==> src/rtl/stream_uart_tx.sv <==
// Stream-to-UART bridge: accepts 32-bit stb/ack words, queues the low byte of
// each in a circular FIFO and shifts it out as 8N1 asynchronous serial on tx.
module stream_uart_tx #(
  parameter int CLOCK_FREQUENCY = 100000000,
  parameter int BAUD_RATE       = 115200,
  parameter int FIFO_AW         = 4
) (
  input  logic             clk,
  input  logic             rst,
  input  logic [31:0]      input_in,
  input  logic             input_in_stb,
  output logic             input_in_ack,
  output logic             tx,
  output logic             busy,
  output logic [FIFO_AW:0] fifo_count
);

  localparam int DIV   = CLOCK_FREQUENCY / BAUD_RATE;
  localparam int DEPTH = 2 ** FIFO_AW;
  localparam int CNT_W = (DIV > 2) ? $clog2(DIV) : 1;
  localparam logic [CNT_W-1:0] CNT_LAST = CNT_W'(DIV - 1);
  localparam logic [FIFO_AW:0] CNT_FULL = (FIFO_AW + 1)'(DEPTH);

  if (DIV < 2) begin : g_div_illegal
    $error("stream_uart_tx: CLOCK_FREQUENCY / BAUD_RATE must be at least 2");
  end
  if (FIFO_AW < 1) begin : g_aw_illegal
    $error("stream_uart_tx: FIFO_AW must be at least 1");
  end

  typedef enum logic [1:0] {
    S_IDLE  = 2'd0,
    S_START = 2'd1,
    S_DATA  = 2'd2,
    S_STOP  = 2'd3
  } state_t;

  state_t             state_q, state_d;
  logic [CNT_W-1:0]   cnt_q, cnt_d;
  logic [2:0]         idx_q, idx_d;
  logic [7:0]         shift_q, shift_d;
  logic               tx_q, tx_d;
  logic               busy_q, busy_d;

  logic [7:0]         mem_q [DEPTH];
  logic [FIFO_AW-1:0] wptr_q, wptr_d;
  logic [FIFO_AW-1:0] rptr_q, rptr_d;
  logic [FIFO_AW:0]   count_q, count_d;
  logic               push;
  logic               pop;

  // Only the low byte is serialised; the upper bits are deliberately dropped.
  logic [23:0] unused_hi;
  assign unused_hi = input_in[31:8];

  assign input_in_ack = (count_q != CNT_FULL) && !rst;
  assign push         = input_in_stb && input_in_ack;

  assign tx         = tx_q;
  assign busy       = busy_q;
  assign fifo_count = count_q;

  always_comb begin
    wptr_d  = wptr_q;
    rptr_d  = rptr_q;
    count_d = count_q;
    if (push) wptr_d = wptr_q + 1'b1;
    if (pop)  rptr_d = rptr_q + 1'b1;
    case ({push, pop})
      2'b10:   count_d = count_q + 1'b1;
      2'b01:   count_d = count_q - 1'b1;
      default: count_d = count_q;
    endcase
  end

  // tx and busy are computed from the current state and registered, so the
  // line lags the state register by one cycle.
  always_comb begin
    state_d = state_q;
    cnt_d   = cnt_q;
    idx_d   = idx_q;
    shift_d = shift_q;
    pop     = 1'b0;
    tx_d    = 1'b1;
    busy_d  = (state_q != S_IDLE) || (count_q != '0);
    case (state_q)
      S_IDLE: begin
        if (count_q != '0) begin
          pop     = 1'b1;
          shift_d = mem_q[rptr_q];
          cnt_d   = '0;
          state_d = S_START;
        end
      end
      S_START: begin
        tx_d = 1'b0;
        if (cnt_q == CNT_LAST) begin
          cnt_d   = '0;
          idx_d   = '0;
          state_d = S_DATA;
        end else begin
          cnt_d = cnt_q + 1'b1;
        end
      end
      S_DATA: begin
        tx_d = shift_q[idx_q];
        if (cnt_q == CNT_LAST) begin
          cnt_d = '0;
          if (idx_q == 3'd7) state_d = S_STOP;
          else               idx_d   = idx_q + 1'b1;
        end else begin
          cnt_d = cnt_q + 1'b1;
        end
      end
      S_STOP: begin
        tx_d = 1'b1;
        if (cnt_q == CNT_LAST) begin
          cnt_d   = '0;
          state_d = S_IDLE;
        end else begin
          cnt_d = cnt_q + 1'b1;
        end
      end
      default: state_d = S_IDLE;
    endcase
  end

  always_ff @(posedge clk) begin
    if (rst) begin
      state_q <= S_IDLE;
      cnt_q   <= '0;
      idx_q   <= '0;
      wptr_q  <= '0;
      rptr_q  <= '0;
      count_q <= '0;
      tx_q    <= 1'b1;
      busy_q  <= 1'b0;
    end else begin
      state_q <= state_d;
      cnt_q   <= cnt_d;
      idx_q   <= idx_d;
      wptr_q  <= wptr_d;
      rptr_q  <= rptr_d;
      count_q <= count_d;
      tx_q    <= tx_d;
      busy_q  <= busy_d;
    end
  end

  // Payload storage carries no reset; the count and pointers gate its use.
  always_ff @(posedge clk) begin
    shift_q <= shift_d;
    if (push) mem_q[wptr_q] <= input_in[7:0];
  end

endmodule
==> config.mk <==
export PLATFORM = sky130hd
export DESIGN_NAME = stream_uart_tx
export DESIGN_NICKNAME = d
export VERILOG_FILES = /design/src/rtl/stream_uart_tx.sv
export SDC_FILE = /design/constraint.sdc
export NUM_CORES = 1
export LEC_CHECK = 0
export BUFFER_PORTS_ARGS = -buffer_cell sky130_fd_sc_hd__buf_2
export CORE_ASPECT_RATIO = 1.5
export CORE_MARGIN = 3
export CORE_UTILIZATION = 54
export DETAILED_ROUTE_END_ITERATION = 8
export HOLD_SLACK_MARGIN = 0.12
export PLACE_DENSITY_LB_ADDON = 0.25
export SYNTH_ARGS = -nofsm -noshare
export SYNTH_HDL_FRONTEND = slang
export SYNTH_SLANG_ARGS = --single-unit
==> constraint.sdc <==
create_clock -name clk -period 3.2 [get_ports clk]
set_input_delay 0.32 -clock clk [delete_from_list [all_inputs] [get_ports clk]]
set_output_delay 0.32 -clock clk [all_outputs]
set_load 0.005 [all_outputs]
== After elaboration in Yosys (flattened, before gate mapping) ==
Memory sizes are Yosys's and may differ from the RTL's. A register that Yosys moved wholly into a read port is not among the register bits.
Index checks and enable logic that the tools add are counted.

* Flip-flop bits (word level): 30
* Bits in writable memories: 128
* Input port bits: 35
* Output and inout bits: 8
* Word-level logic and storage cells: 64
* Memories kept: 1

* Add/sub/neg operators: 6
* Order comparisons: 1
* Eq/ne operators: 14
* Multiplexer cells: 21
* Reduce and logical (&&, ||, !) cells: 13

{| class="wikitable"
|+ Memory list
! name !! words !! bits a word !! rd ports !! clocked after Yosys merged registers in !! wr ports !! line !! RTL
|-
| mem_q || 16 || 8 || 1 || 1 || 1 || 45 || <nowiki>logic [7:0] mem_q [DEPTH];</nowiki>
|}

{| class="wikitable"
|+ Operators with widths
! kind !! count
|-
| 10-bit two-way mux || 2
|-
| 10-bit one-hot mux with 2 select lines || 1
|-
| 2-bit != test (second input constant) || 6
|-
| 10-bit by 1-bit adder with 10-bit output (second input constant) || 1
|-
| 10-bit equality test (second input constant) || 1
|-
| 2-bit two-way mux || 5
|-
| 5-bit one-hot mux with 2 select lines || 1
|-
| 3-bit two-way mux || 3
|-
| 4-bit by 1-bit adder with 4-bit output (second input constant) || 2
|-
| 2-bit one-hot mux with 4 select lines || 1
|-
| 2-bit equality test (second input constant) || 3
|-
| 3-bit one-hot mux with 2 select lines || 1
|-
| 2-bit nonzero test || 3
|-
| 5-bit by 1-bit adder with 5-bit output (second input constant) || 1
|-
| 1-bit two-way mux || 5
|-
| 5-bit != test (second input constant) || 1
|-
| 5-bit AND reduction || 1
|-
| 5-bit nonzero test || 1
|-
| 5-bit by 1-bit subtractor with 5-bit output (second input constant) || 1
|-
| 2-bit by 1-bit equality test with 1-bit output (second input constant) || 2
|-
| 3-bit by 4-bit < comparator with 1-bit output (second input constant) || 1
|-
| 4-bit AND reduction || 1
|-
| 3-bit by 1-bit adder with 3-bit output (second input constant) || 1
|-
| 1-bit binary-select mux with 3-bit select || 1
|-
| 8 further kinds || 9
|}

== Longest topological paths before layout ==
Gate-level depths: netlist of the first run.

* Depth in word-level cells: 5
* Depth in mapped cells: 13
* Gate-level depth less buffers: 11

== Worst setup path after synthesis of the first run ==
OpenSTA, ideal clock, no wires.

* Path type: flip-flop to flip-flop
* Start point: register count_q[1] (netlist: fifo_count[1])
* End point: register count_q[4] (netlist: fifo_count[4])
* Library setup time: 0.121 ns
* Data arrival time: 3.196 ns
* Required time: 3.079 ns
* Slack: -0.116 ns
* Stages on the path, launching flop included: 13
* Path buffers: 2
* Period minus slack after synthesis: 3.316 ns
* Cell sequence: dfxtp_1 > clkbuf_1 > or4_1 > o21ai_1 > inv_1 > ha_1 > clkbuf_1 > xor2_1 > ha_1 > o21a_1 > o21a_1 > o32ai_1 > mux2_2

* Longest elaborated chain between the ends: 5
* Elaborated cells on any way between the ends: 12
* Those cells by class: add/sub: 2; eq/ne: 3; mux: 3; reduce/logical: 4

{| class="wikitable"
|+ RTL lines
! what !! line !! RTL
|-
| start, declared || 48 || <nowiki>logic [FIFO_AW:0] count_q, count_d;</nowiki>
|-
| start signal, assigned || 144 || <nowiki>count_q <= count_d;</nowiki>
|-
| 5-bit nonzero test * || 88 || <nowiki>if (count_q != '0) begin</nowiki>
|-
| 1-bit two-way mux * || 88 ||
|-
| 1-bit two-way mux * || 86 || <nowiki>case (state_q)</nowiki>
|-
| named net pop || 50 || <nowiki>logic pop;</nowiki>
|-
| 2-bit by 1-bit equality test with 1-bit output / 2-bit equality test (equally long branches) || 69 || <nowiki>case ({push, pop})</nowiki>
|-
| 5-bit one-hot mux with 2 select lines / 2-bit nonzero test (equally long branches) || - ||
|}

Mark *: on every way through the listed nets, which the timed path passes. The rest lies on a longest branch.
A chain may end at the register's enable or synchronous reset.

== Final worst setup path of the first run ==
* Start point: register count_q[2] (netlist: fifo_count[2])
* End point: register count_q[4] (netlist: fifo_count[4])

Same word-level chain as after synthesis.

==> impl_metrics.json, run 1 <==
{
  "outcome": "complete, no violations",
  "via_per_inst": 6.03,
  "drt_first_pass_iters": 4,
  "path_class": "flip-flop to flip-flop",
  "postRouteAntennaNets": 0,
  "tritoncts.num_buffers": 17,
  "power_frac_clock": 0.340,
  "vias": 3656,
  "final-max-slew-violation-count": 0,
  "grt_start_max_net_pins": 36,
  "hp-start": "input_in[7]",
  "worst_slew_pin_tran_ns": 0.873,
  "rsz0062_at_grt": "false",
  "synthesis.yosys.warnings": 0,
  "final_core_utilization": 0.641,
  "finalSetupViolations": 0,
  "clock_latency_ns": 0.41,
  "power.share.sequential": 0.444,
  "core_um2": 12200,
  "share_of_final_layout_standard_cells_stronger_than_drive_strength_1": 0.263,
  "design.portCount": 43,
  "post_drt_wl_per_cell_um": 21.3,
  "dpl.hpwl_um": 8700,
  "power.internal_uw": 4220,
  "vias_in_the_first_global_route": 3766,
  "timing.rr.start": "fifo_count[2]",
  "ctsRootBufferMaster": "clkbuf_16",
  "post-cts-setup-buffers": 0,
  "total_number_of_clock_tree_sinks": 166,
  "synth.avg_cell_area_um2": 16.9,
  "gr-total-overflow": 0,
  "dieArea_um2": 14200,
  "critical_path.max_fanout": 10,
  "synth_top_cells_by_area": "edfxtp_1 59%, mux4_2 14%, dfxtp_1 8.7%",
  "grt_antenna_before_repair": 0,
  "slew_headroom": 0.416,
  "yosys_top_cell_area_share": 0.593,
  "setup_total_negative_slack_ns": 0,
  "synthDistinctLibCells": 52,
  "cts_htree_levels": 4,
  "synth_top_cell_by_area": "edfxtp_1",
  "synth_area_um2": 6890,
  "power_switching_share": 0.277,
  "seq_area_frac_synth": 0.680,
  "floorplan.die.width_um": 98.2,
  "max-clock-path-buffers": 2,
  "synth_seq_cells": 166,
  "number_of_drc_markers_after_the_initial_detailed_route_iteration": 198,
  "cts.clk_slew.worst_paths_ns": 0.07,
  "place.port_buffers": 18,
  "timing.final.crit_period_ns": 2.86,
  "synth_ff_type": "edfxtp_1",
  "worst_hold_path_type": "primary input to flip-flop",
  "initial_utilization": 0.564,
  "async_reset_ff_frac": 0,
  "grt_pass1_wl_um": 21000,
  "finalClockSkew_ns": 0.0109,
  "detail_route.drc_violations": 0,
  "gpl.final_weighted_congestion": 0.870,
  "power_switching_uw": 1620,
  "timing.max_cap.violations": 0,
  "timing_hold_violations_final": 0,
  "final_min_period_over_clock_period": 0.894,
  "synth_enable_flop_cells": 136,
  "worst_ir_drop_vdd_v": 0.000472,
  "fp-row-count": 49,
  "cts.repair.resized": 0,
  "combinationalPowerShare": 0.216,
  "timing.critical_path.from_type": "flip-flop",
  "timing.fmax_mhz": 350,
  "startpoint": "fifo_count[2]",
  "diodes": 0,
  "post_synth_inst_count": 407,
  "leakagePower_uw": 0.00261,
  "timing.critical_path.required_ns": 3.50,
  "crit_path_end_kind": "flip-flop",
  "powerDensity_nw_per_um2": 747,
  "clock_tree_from_tritoncts": "built",
  "postRouteWirelength_um": 12900,
  "postSynthNetCount": 459,
  "area_growth_pct": 13.6,
  "gr-usage-all-layers": 0.198,
  "arrival_ns": 3.16,
  "nets": 492,
  "holdBufCountCts": 0,
  "chipHeight_um": 144
}
## power groups by stage
stage                     combinational (µW)  clock [µW]  sequential, µW
after global placement                  1230           0            2630
after detailed placement                1270           0            2640
after floorplan                          926           0            2590
after global routing                    1390        2120            2610
after CTS                               1280        2020            2600
final                                   1260        1990            2590
## cells in the mapped netlist, types with 2 or more instances
cell,number
nand4_1,3
a211oi_1,2
a31oi_1,5
nor2_1,26
buf_2,6
nand3_1,9
mux4_2,42
inv_1,9
or4_1,3
o21ai_0,7
o21a_1,6
nor3_1,6
nand2_1,18
buf_1,5
a21oi_1,9
clkbuf_1,13
nand2b_1,3
a41oi_1,3
or3_1,5
dfxtp_1,30
ha_1,17
mux2i_1,6
edfxtp_1,136
a311oi_1,3
xor2_1,7
nor3b_1,2
## layout by cell type, fill, tap and decap left out, types with 6 or more instances in the layout
cell type  count
buf_4         19
a21oi_1        9
inv_1          9
o21a_1         6
edfxtp_1     136
xor2_1         7
nand3_1        9
buf_2         18
clkbuf_16     17
mux4_2        42
nand2_1       18
nor3_1         6
mux2i_1        6
o21ai_0        7
dfxtp_1       29
nor2_1        26
ha_1          17
## cells by family after synthesis
kind of cell | Yosys count | share of synthesized area
adder cells (fa/ha/maj) | 17 | 0.0309
AO/OA/AOI/OAI | 47 | 0.0476
multiplexers | 49 | 0.148
buffers and inverters | 34 | 0.0196
XOR/XNOR | 8 | 0.0102
flip-flops | 166 | 0.680
AND/OR/NAND/NOR | 86 | 0.0636
## sequential cells by signal (all words and copies together) (netlist names)
name / cells
mem_q: 128
tx: 1
busy: 1
fifo_count: 5
cnt_q: 10
rptr_q: 4
state_q: 2
shift_q: 8
idx_q: 3
wptr_q: 4
## metrics by stage
step / worst slack (ns) / hold slack [ns] / power [µW] / std cells / instance area (µm²)
floorplan: 0.00466 / 0.419 / 3520 / 407 / 6890
CTS: 0.341 / 0.272 / 5910 / 606 / 7820
global placement: 0.415 / 0.481 / 3860 / 574 / 7240
detailed placement: 0.371 / 0.497 / 3910 / 574 / 7240
global route: 0.188 / 0.285 / 6130 / 606 / 7820
finish: 0.340 / 0.285 / 5840 / 606 / 7820
## area by class of cell
cell class	instances	area, µm²
flip-flops and latches	166	4690
fillers	868	4380
multi-input cells	207	2070
clock buffers	17	425
repair buffers	38	253
well taps	153	191
clock inverters	15	160
inverters	10	37.5
## path summary, 6_finish.rpt
check / to / slack, ns / cells past startpoint
max: fifo_count[4] / 0.34 / 10
min: mem_q[5][7] / 0.28 / 1
max reg2reg: fifo_count[4] / 0.34 / 10
min reg2reg: cnt_q[7] / 0.52 / 2
## worst max-delay path, cell delays in order (launching register included)
cell and delay (ns):
dfxtp_1 0.40, or4_1 0.61, o21ai_2 0.18, inv_1 0.09
ha_1 0.22, xor2_1 0.15, ha_1 0.22, o21a_1 0.18
o21a_1 0.16, o32ai_1 0.15, mux2_2 0.37
## metal layers
metal  wire, µm  part of all wire  vias to the layer above  track usage
met5          0                 0                        -            0
met4        131             0.010                        0       0.0561
met3        279             0.022                       11       0.0415
met2       7400              0.57                       60        0.362
met1       5080              0.39                     1892        0.238
li1           -                 -                     1693            -
No activity file was read; power rests on OpenSTA's default activity.
==> inputs of run 2 (changes only) <==
--- a/config.mk
+++ b/config.mk
@@ -11,7 +11,7 @@
 export CORE_UTILIZATION = 54
 export DETAILED_ROUTE_END_ITERATION = 8
 export HOLD_SLACK_MARGIN = 0.12
-export PLACE_DENSITY_LB_ADDON = 0.25
+export PLACE_DENSITY_LB_ADDON = 0.05
 export SYNTH_ARGS = -nofsm -noshare
 export SYNTH_HDL_FRONTEND = slang
 export SYNTH_SLANG_ARGS = --single-unit
==> run 2 against run 1 <==
Against the previous run:
- global-route usage shrank 0.22 points
- flip-flop and latch count unchanged
- first-iteration DRC count rose by 13%
- count of clock-buffer cells in the layout is the same
- combinational power barely moved
- die area stayed put
- critical path type unchanged
==> impl_metrics.json, run 2 (synthesis results as in run 1) <==
{
  "regMostFlops": "mem_q",
  "cts_htree_levels": 4,
  "tritoncts.num_buffers": 17,
  "area_growth_pct": 13.8,
  "holdBufCountCts": 0,
  "gpl.final_weighted_congestion": 0.841,
  "final_min_period_over_clock_period": 0.888,
  "gr-usage-all-layers": 0.195,
  "grt_start_max_net_pins": 36,
  "total_number_of_clock_tree_sinks": 166,
  "finalClockSkew_ns": 0.0151,
  "postRouteWirelength_um": 12500,
  "place.port_buffers": 18,
  "nets": 491,
  "path_class": "flip-flop to flip-flop",
  "fill_cells": 882,
  "post_drt_wl_per_cell_um": 20.6,
  "critical_path.max_fanout": 6,
  "setup_total_negative_slack_ns": 0,
  "vias_in_the_first_global_route": 3748,
  "crit_path_end_kind": "flip-flop",
  "diodes": 0,
  "post-route-cell-area_um2": 7830,
  "critical_path.cell_chain": "or4_1, o21ai_2, inv_1, ha_1, xor2_1, ha_1, o21a_1, o21a_1, o32ai_1, mux2_2",
  "fp-row-count": 49,
  "timing.critical_path.required_ns": 3.50,
  "timing_hold_violations_final": 0,
  "detail_route.drc_violations": 0,
  "timing.fmax_mhz": 352,
  "outcome": "complete, no violations",
  "via_per_inst": 5.92,
  "final-max-slew-violation-count": 0,
  "post-cts-setup-buffers": 0,
  "chipHeight_um": 144,
  "initial_utilization": 0.564,
  "cts.clk_slew.worst_paths_ns": 0.07,
  "dieArea_um2": 14200,
  "floorplan.die.width_um": 98.2,
  "clock_latency_ns": 0.42,
  "gr-total-overflow": 0,
  "biggestRegsByFlops": "mem_q (128), cnt_q (10), shift_q (8)",
  "timing.final.crit_period_ns": 2.84,
  "final_core_utilization": 0.642,
  "arrival_ns": 3.15,
  "timing.max_cap.violations": 0,
  "design.portCount": 43,
  "postRouteAntennaNets": 0,
  "vias": 3581,
  "cts.repair.resized": 0,
  "layout_common_cells": "136 x edfxtp_1, 42 x mux4_2, 29 x dfxtp_1",
  "slew_headroom": 0.432,
  "timing.critical_path.slowest_cell_delay_ns": 0.65,
  "finalSetupViolations": 0,
  "share_of_final_layout_standard_cells_stronger_than_drive_strength_1": 0.261,
  "area_after_dpl_um2": 7230,
  "flip_flop_count_of_the_largest_register_all_copies_and_words_added": 128,
  "worst_slew_pin_tran_ns": 0.849,
  "number_of_drc_markers_after_the_initial_detailed_route_iteration": 223,
  "grt_pass1_wl_um": 20600,
  "powerDensity_nw_per_um2": 753,
  "worst_hold_path_type": "primary input to flip-flop",
  "worst_ir_drop_vdd_v": 0.000581,
  "cp_top_family": "simple AND/OR/NAND/NOR gates",
  "ctsRootBufferMaster": "clkbuf_16",
  "dpl.hpwl_um": 8640,
  "grt_antenna_before_repair": 0,
  "core_um2": 12200,
  "leakagePower_uw": 0.00261,
  "layout.cells.most_common": "edfxtp_1",
  "drt_first_pass_iters": 4,
  "critPathSlowestCell": "or4_1",
  "path_buf_inv": 1,
  "max-clock-path-buffers": 2,
  "rsz0062_at_grt": "false",
  "timing.critical_path.from_type": "flip-flop",
  "clock_tree_from_tritoncts": "built"
}
==> run 2: area by class of cell <==
cell class | instances | area (µm²) | share of cell area
inverters | 10 | 37.5 | 0.00479
clock buffers | 17 | 425 | 0.0543
flip-flops and latches | 166 | 4690 | 0.598
clock inverters | 15 | 178 | 0.0227
well taps | 153 | 191 | 0.0244
multi-input cells | 207 | 2070 | 0.264
repair buffers | 37 | 245 | 0.0313
==> run 2: report_power, final <==
| group | internal [µW] | switching (µW) | leakage (µW) |
|---|---|---|---|
| sequential | 2490 | 96.3 | 0.00147 |
| clock | 1120 | 910 | 0.000292 |
| combinational | 628 | 643 | 0.000849 |
| total | 4250 | 1650 | 0.00261 |
==> run 2: stage by stage <==
| step | total power (µW) | worst slack, ns | instances | hold slack [ns] |
|---|---|---|---|---|
| after detailed placement | 3930 | 0.362 | 573 | 0.491 |
| after global placement | 3910 | 0.373 | 573 | 0.489 |
| after global routing | 6170 | 0.110 | 605 | 0.270 |
| after floorplan | 3520 | 0.00466 | 407 | 0.419 |
| final | 5900 | 0.358 | 605 | 0.271 |
| after CTS | 5960 | 0.336 | 605 | 0.261 |
==> run 2: worst register-to-register path: stages (launching register included) <==
cell,delay [ns]
dfxtp_1,0.37
or4_1,0.66
o21ai_2,0.18
inv_1,0.10
ha_1,0.23
xor2_1,0.15
ha_1,0.23
o21a_1,0.18
o21a_1,0.16
o32ai_1,0.13
mux2_2,0.36
==> run 2: layer usage <==
metal | share of wire | GRT usage | wire length (µm) | vias to the layer above
li1 | - | - | - | 1693
met3 | 0.024 | 0.0333 | 300 | 12
met5 | 0 | 0 | 0 | -
met4 | 0.012 | 0.0712 | 151 | 0
met2 | 0.57 | 0.362 | 7160 | 57
met1 | 0.39 | 0.229 | 4880 | 1819
==> run 2: worst paths after layout <==
kind / from / to / slack (ns) / cells past startpoint
min reg2reg: cnt_q[7] / cnt_q[7] / 0.50 / 2
max: fifo_count[0] / fifo_count[4] / 0.36 / 10
max reg2reg: fifo_count[0] / fifo_count[4] / 0.36 / 10
min: input_in[2] / mem_q[5][2] / 0.27 / 1
==> inputs of run 3 (changes only) <==
--- a/config.mk
+++ b/config.mk
@@ -8,7 +8,7 @@
 export BUFFER_PORTS_ARGS = -buffer_cell sky130_fd_sc_hd__buf_2
 export CORE_ASPECT_RATIO = 1.5
 export CORE_MARGIN = 3
-export CORE_UTILIZATION = 54
+export CORE_UTILIZATION = 40
 export DETAILED_ROUTE_END_ITERATION = 8
 export HOLD_SLACK_MARGIN = 0.12
 export PLACE_DENSITY_LB_ADDON = 0.05
==> constraint.sdc (replaced) <==
create_clock -name clk -period 3.2 [get_ports clk]
set_input_delay 0.48 -clock clk [delete_from_list [all_inputs] [get_ports clk]]
set_output_delay 0.48 -clock clk [all_outputs]
set_load 0.005 [all_outputs]
==> run 3 against run 2 <==
Against the previous run:
- register-to-register slack improved by 0.02 ns
- worst setup slack improved by 0.023 ns
- hold slack better by 0.17 ns
- sequential share of layout area fell by 0.42 points
- wire length grew 9.4%
- critical path type unchanged
- critical endpoint unchanged
- largest cell class unchanged
==> impl_metrics.json, run 3 (synthesis results as in run 1) <==
{
  "clock_latency_ns": 0.42,
  "post_drt_wl_per_cell_um": 20.5,
  "layout.cells.most_common": "edfxtp_1",
  "flip_flop_count_of_the_largest_register_all_copies_and_words_added": 128,
  "grt_start_max_net_pins": 36,
  "path_buf_inv": 1,
  "gpl.final_weighted_congestion": 0.776,
  "post-route-cell-area_um2": 7890,
  "final_min_period_over_clock_period": 0.881,
  "ctsRootBufferMaster": "clkbuf_16",
  "timing.fmax_mhz": 355,
  "dieArea_um2": 18900,
  "hold_slack_ns": 0.444,
  "tritoncts.num_buffers": 17,
  "floorplan.die.width_um": 113,
  "timing_hold_violations_final": 0,
  "hold_depth": 1,
  "total_number_of_clock_tree_sinks": 166,
  "outcome": "complete, no violations",
  "rr_endpoint": "fifo_count[4]",
  "fill_cells": 1475,
  "design.portCount": 43,
  "critPathSlowestCell": "or4_1",
  "grt_antenna_before_repair": 0,
  "vias_in_the_first_global_route": 3802,
  "finalPower_uw": 5760,
  "via_per_inst": 5.43,
  "hp-start": "input_in[2]",
  "setup_total_negative_slack_ns": 0,
  "rsz0062_at_grt": "false",
  "initial_utilization": 0.409,
  "diodes": 0,
  "gr-usage-all-layers": 0.154,
  "timing.max_cap.violations": 0,
  "multiInputGateArea_um2": 2070,
  "slew_headroom": 0.413,
  "dpl.hpwl_um": 9420,
  "grt_pass1_wl_um": 21800,
  "clock_tree_from_tritoncts": "built",
  "place.port_buffers": 18,
  "finalClockSkew_ns": 0.00831,
  "nets": 497,
  "worst-r2r-setup-slack_ns": 0.38,
  "holdBufCountCts": 0,
  "reg2reg_depth": 10,
  "worst_hold_path_type": "primary input to flip-flop",
  "cp_top_family": "compound AO/OA/AOI/OAI gates",
  "placedCellCount": 636,
  "post-cts-setup-buffers": 0,
  "area_after_dpl_um2": 7350,
  "cts_htree_levels": 4,
  "finalSetupViolations": 0,
  "detail_route.drc_violations": 0,
  "max-clock-path-buffers": 2,
  "worst_hold_path.endpoint": "mem_q[9][2]",
  "layout_common_cells": "136 x edfxtp_1, 42 x mux4_2, 29 x dfxtp_1",
  "regMostFlops": "mem_q",
  "cts.repair.resized": 0,
  "postRouteAntennaNets": 0,
  "core_um2": 16800,
  "cts.clk_slew.worst_paths_ns": 0.07,
  "number_of_drc_markers_after_the_initial_detailed_route_iteration": 246,
  "path_class": "flip-flop to flip-flop",
  "timing.final.crit_period_ns": 2.82,
  "worst_ir_drop_vdd_v": 0.000388,
  "area_growth_pct": 14.6,
  "share_of_final_layout_standard_cells_stronger_than_drive_strength_1": 0.264,
  "timing.critical_path.required_ns": 3.51,
  "chipHeight_um": 167,
  "critical_path.max_fanout": 5,
  "drt_first_pass_iters": 4,
  "vias": 3630,
  "crit_path_end_kind": "flip-flop",
  "timing.critical_path.from_type": "flip-flop",
  "timing.critical_path.slowest_cell_delay_ns": 0.65,
  "biggestRegsByFlops": "mem_q (128), cnt_q (10), shift_q (8)",
  "critical_path.cell_chain": "or4_1, o21ai_2, inv_1, ha_1, xor2_1, ha_1, o21a_1, o21a_1, o32ai_1, mux2_2",
  "layout.cells.non_filler": 668,
  "register_area_um2": 4690,
  "leakagePower_uw": 0.00262,
  "powerDensity_nw_per_um2": 731,
  "postRouteWirelength_um": 13700,
  "gr-total-overflow": 0,
  "worst_slew_pin_tran_ns": 0.878,
  "final-max-slew-violation-count": 0,
  "timing.rr.start": "fifo_count[0]",
  "fp-row-count": 58,
  "arrival_ns": 3.13
}
## run 3: cell types whose count changed in the layout (fill, tap and decap cells not counted), moves of 2 or more
cell,before,now
inv_6,1,7
buf_4,18,24
clkinv_1,1,3
inv_8,8,2
## run 3: how the worst max path moves through the flow
stage                   from             to  slack, ns  cells after the start
3_3_place_gp   fifo_count[0]  fifo_count[4]       0.35                     10
6_report       fifo_count[0]  fifo_count[4]       0.38                     10
3_5_place_dp   fifo_count[0]  fifo_count[4]       0.34                     10
4_1_cts        fifo_count[0]  fifo_count[4]       0.33                     10
5_1_grt        fifo_count[0]  fifo_count[4]       0.25                      9
2_1_floorplan  fifo_count[1]  fifo_count[4]      0.005                     12
## run 3: layer usage
metal	part of all wire	GRT usage
met1	0.40	0.180
met2	0.57	0.279
met3	0.021	0.0305
met4	0.014	0.0549
met5	0	0
## run 3: through the flow
stage,setup slack (ns),utilization
2_1_floorplan,0.00466,-
3_3_place_gp,0.353,0.436
3_5_place_dp,0.337,0.436
4_1_cts,0.326,0.468
5_1_grt,0.245,0.468
6_report,0.381,0.468
## run 3: final cells by class
class / instances / share of cell area
sequential: 166 / 0.594
clock inverter: 14 / 0.0143
tap: 210 / 0.0333
multi-input combinational: 207 / 0.262
inverter: 10 / 0.00476
timing repair buffer: 43 / 0.0368
clock buffer: 18 / 0.0544
## run 3: power by group
part           internal, µW  leakage [µW]  switching, µW
logic                   626      0.000882            659
clock network          1020      0.000266            879
registers              2490       0.00147           87.3
